--- src/rtl/flex_stp_sr_framed.sv ---
// rtl/flex_stp_sr_framed.sv - framed flexible shift register with bit counter, word capture and valid strobe
module flex_stp_sr_framed #(
    parameter int NUM_BITS   = 8,
    parameter int SHIFT_MSB  = 0,
    parameter int RESET_ONES = 1,
    localparam int CNT_W     = (NUM_BITS > 2) ? $clog2(NUM_BITS) : 1
) (
    input  logic                clk,
    input  logic                n_rst,
    input  logic                clear,
    input  logic                load_enable,
    input  logic [NUM_BITS-1:0] parallel_in,
    input  logic                shift_enable,
    input  logic                serial_in,
    output logic                serial_out,
    output logic [NUM_BITS-1:0] parallel_out,
    output logic [NUM_BITS-1:0] word_out,
    output logic                word_valid,
    output logic [CNT_W-1:0]    bit_count
);

    // Idle value of the shift register; all ones matches the USB idle-J line level.
    localparam logic [NUM_BITS-1:0] SR_IDLE = (RESET_ONES != 0) ? {NUM_BITS{1'b1}} : {NUM_BITS{1'b0}};
    localparam logic [CNT_W-1:0]    CNT_LAST = CNT_W'(NUM_BITS - 1);

    logic [NUM_BITS-1:0] sr_shifted;
    logic [NUM_BITS-1:0] sr_next;
    logic [NUM_BITS-1:0] word_next;
    logic [CNT_W-1:0]    cnt_next;
    logic                valid_next;

    // Direction of travel: the new bit enters at one end, the outgoing bit leaves the other.
    generate
        if (SHIFT_MSB != 0) begin : g_shift_msb
            assign sr_shifted = {parallel_out[NUM_BITS-2:0], serial_in};
            assign serial_out = parallel_out[NUM_BITS-1];
        end else begin : g_shift_lsb
            assign sr_shifted = {serial_in, parallel_out[NUM_BITS-1:1]};
            assign serial_out = parallel_out[0];
        end
    endgenerate

    // Next-state selection in priority order clear > load > shift > hold.
    always_comb begin
        sr_next    = parallel_out;
        word_next  = word_out;
        cnt_next   = bit_count;
        valid_next = 1'b0;
        if (clear) begin
            sr_next  = SR_IDLE;
            cnt_next = '0;
        end else if (load_enable) begin
            // A shift requested alongside a load is dropped so the loaded word is intact.
            sr_next  = parallel_in;
            cnt_next = '0;
        end else if (shift_enable) begin
            sr_next = sr_shifted;
            if (bit_count == CNT_LAST) begin
                // Last bit of the word: capture the post-shift value and restart the count.
                cnt_next   = '0;
                word_next  = sr_shifted;
                valid_next = 1'b1;
            end else begin
                cnt_next = bit_count + 1'b1;
            end
        end
    end

    // State registers with synchronous active-low reset; a partial word is simply discarded.
    always_ff @(posedge clk) begin
        if (!n_rst) begin
            parallel_out <= SR_IDLE;
            word_out     <= '0;
            word_valid   <= 1'b0;
            bit_count    <= '0;
        end else begin
            parallel_out <= sr_next;
            word_out     <= word_next;
            word_valid   <= valid_next;
            bit_count    <= cnt_next;
        end
    end

endmodule

--- config.mk ---
export PLATFORM = sky130hd
export DESIGN_NAME = flex_stp_sr_framed
export DESIGN_NICKNAME = d
export VERILOG_FILES = /design/src/rtl/flex_stp_sr_framed.sv
export SDC_FILE = /design/constraint.sdc
export NUM_CORES = 1
export LEC_CHECK = 0
export CAP_MARGIN = 10
export CORE_MARGIN = 2
export CORE_UTILIZATION = 45
export CTS_CLUSTER_DIAMETER = 80
export CTS_CLUSTER_SIZE = 12
export DETAILED_ROUTE_END_ITERATION = 8
export PLACE_DENSITY = 0.83
export RECOVER_POWER = 100
export REMOVE_ABC_BUFFERS = 1
export SLEW_MARGIN = 20
export SYNTH_ARGS = -nofsm -noshare
export SYNTH_HDL_FRONTEND = slang
export SYNTH_SLANG_ARGS = --single-unit
--- constraint.sdc ---
create_clock -name clk -period 2.35 [get_ports clk]
set_clock_uncertainty 0.1 [all_clocks]
set_input_delay 0.5875 -clock clk [delete_from_list [all_inputs] [get_ports clk]]
set_output_delay 0.5875 -clock clk [all_outputs]
set_load 0.01 [all_outputs]
==> impl_metrics.yaml <==
clock_network:
  clk_pin_slew_worst_paths_ps: 110
  clock_latency_ps: 300
  cts_buffer_depth: 2
  cts_sinks: 20
  cts_resized: 0
  htree_num_levels: 1
  clockRootBuffer: "clkbuf_4"
  numCtsBuffers: 3
  post_cts_buffers: 0
  cts_tree: "yes"
  cts_hold_buf: 0
place:
  portBuffers: 34
  gp_congestion: 0.7535
  dp_hpwl_mm: 1.331
  place_inst: 135
die:
  die_width_um: 47.96
  die-area_um2: 2300
  die_h_um: 47.96
  start_util: 0.4929
  rows: 15
  coreArea_um2: 1764
  io_pins: 35
sta:
  period_share: 0.8656
  fin_crit_ps: 2034
  setup_violations: 0
  finalHoldViolCount: 0
  timing.hold.ws_ps: 361.8
  relSlewSlack: 0.6444
  max_freq_mhz: 491.6
  drv_slew: 0
  tightest_slew_ps: 532.3
  rsz0062_at_grt: "no"
  fin_setup_tns_ps: 0
critical_path:
  slowest_delay_ps: 630
  path_delay_family: "buffers and inverters"
  crit_path_start: "parallel_out[5]"
  crit_type: "reg -> out"
  crit_path_top_delay_cell: "dlygate4sd3_1"
  path_cells: "dlygate4sd3_1"
  worstPathMaxFanout: 4
  worstPathRequired_ps: 1660
  critPathLaunchType: "register"
  critPathBufInv: 1
  regToRegEndpoint: "word_out[1]"
  reg2reg_depth: 4
  end_kind: "output pin"
  crit_arrival_ps: 1350
  crit_cells: 1
  rr_startpoint: "bit_count[0]"
  regToRegSetupSlack_ps: 690
power_and_ir_drop:
  ir_worst_vdd_uv: 294.0
  power.density_nw_per_um2: 562.5
  p_seq_frac: 0.499
  leakage_nw: 0.5386
  switching_power_mw: 0.1400
  p_comb_frac: 0.102
  p_clk_frac: 0.399
  internal_power_mw: 0.5616
  power.share.switching: 0.1995
synthesis:
  synth_area_leaders: "dfxtp_1 46%, mux2i_1 21%, a2bb2oi_1 8.1%"
  synth-adder-area-share: 0.02878
  synth_mux_area_frac: 0.2072
  synth_cell_types: 16
  yosys_warnings: 0
  synth_cells: 80
  seq_area_frac_synth: 0.4604
  synth-edff-count: 0
  yosys.area_share.simple: 0.1453
  syn_area_per_cell_um2: 10.87
  yosys.area_share.xor_xnor: 0
  async_reset_ff_frac: 0
  synthFlopType: "dfxtp_1"
  synth_top_area_share: 0.4604
  synth.ff_latch_count: 20
  yosysMostFrequentCell: "dfxtp_1"
  synth_top_family_by_area: "multiplexers"
  netlist_area_um2: 869.6
  yosys.area.top_type: "dfxtp_1"
  synth-compound-area-share: 0.08921
  synth_commonest_cells: "20 x dfxtp_1, 18 x mux2i_1, 16 x nand2_1"
drt:
  dr.pass1.iters: 4
  dr.first_iter.drc_count: 2
  num_vias: 698
  drcViolationCount: 0
  drt-total-wl_mm: 1.727
  detail-route-antenna-nets: 0
  wl_per_cell_um: 12.42
  viasPerCell: 5.022
global_route:
  antenna_found_initial: 0
  grt-ovfl-total: 0
  grt_pass1_wl_mm: 2.801
  grt_use_total: 0.1778
  first_global_vias: 626
  grt_max_degree: 17
layout:
  multiInputGateArea_um2: 404.1
  n_antenna_cell: 0
  ff_latch_area_um2: 400.4
  layoutNonFillerInstCount: 139
  syn_to_final_growth_pct: 43.45
  fin_nets: 131
  n_fill_cell: 148
  drive_gt1_frac: 0.05263
outcome:
  status: "completed"
flow_run:
  drv_cap: 0
hold_path:
  hold_path.startpoint: "word_out[0]"
  hold_path_depth: 2
  hold_class: "reg -> reg"
  min_to: "word_out[0]"
## how the worst max path moves through the flow
| stage | end |
|---|---|
| 3_5_place_dp | word_out[1] |
| 4_1_cts | parallel_out[3] |
| 3_3_place_gp | word_out[6] |
| 5_1_grt | parallel_out[2] |
| 2_1_floorplan | word_out[0] |
| 6_report | parallel_out[5] |
## per-stage QoR
stage	utilization	setup slack, ps	area, um^2	total power, mW
global placement	0.6823	347.3	1204	0.4324
CTS	0.7121	354.2	1256	0.7140
global route	0.7071	184.7	1247	0.7268
finish	0.7071	315.9	1247	0.7016
detailed placement	0.6823	290.4	1204	0.4339
floorplan	-	834.7	809.5	0.3832
## state kept, by name, indices dropped and copies added (netlist names)
register,flops
word_valid,1
bit_count,3
word_out,8
parallel_out,8
## layout make-up
| class | count | share of cell area |
|---|---|---|
| multi-input cells | 53 | 0.3240 |
| flip-flops and latches | 20 | 0.3210 |
| repair buffers | 37 | 0.2879 |
| well taps | 25 | 0.02508 |
| clock inverters | 1 | 0.02407 |
| clock buffers | 3 | 0.01805 |
## kinds of logic after synthesis
family	count (synthesis)
flip-flops	20
adder cells (fa/ha/maj)	2
AO/OA/AOI/OAI	9
buffers and inverters	7
AND/OR/NAND/NOR	24
multiplexers	18
## routing by layer
layer	part of all wire	track usage
met1	0.46	0.2396
met3	0.030	0.03396
met4	0.022	0.09730
met5	0	0
met2	0.49	0.2667
## power groups by stage
stage	clock network (mW)	registers [mW]	logic [mW]
detailed placement	0	0.358	0.0759
global placement	0	0.358	0.0745
CTS	0.287	0.351	0.0760
global route	0.298	0.351	0.0772
finish	0.280	0.350	0.0717
floorplan	0	0.359	0.0238
## cells in the final DEF, fill, tap and decap left out, drive strengths merged
| master | synthesis | routed |
|---|---|---|
| and4bb | 1 | 1 |
| nor2b | 2 | 2 |
| nand3b | 1 | 1 |
| and3 | 1 | 1 |
| clkbuf | 1 | 4 |
| buf | 6 | 2 |
| mux2i | 18 | 18 |
| a2bb2oi | 8 | 8 |
| o21a | 1 | 1 |
| and2b | 1 | 1 |
| dlygate4sd3 | 0 | 22 |
| nand2 | 16 | 16 |
| bufinv | 0 | 1 |
| nor3b | 2 | 2 |
| ha | 2 | 2 |
| clkdlybuf4s50 | 0 | 12 |
| dfxtp | 20 | 20 |
No activity file was read; power rests on OpenSTA's default activity.
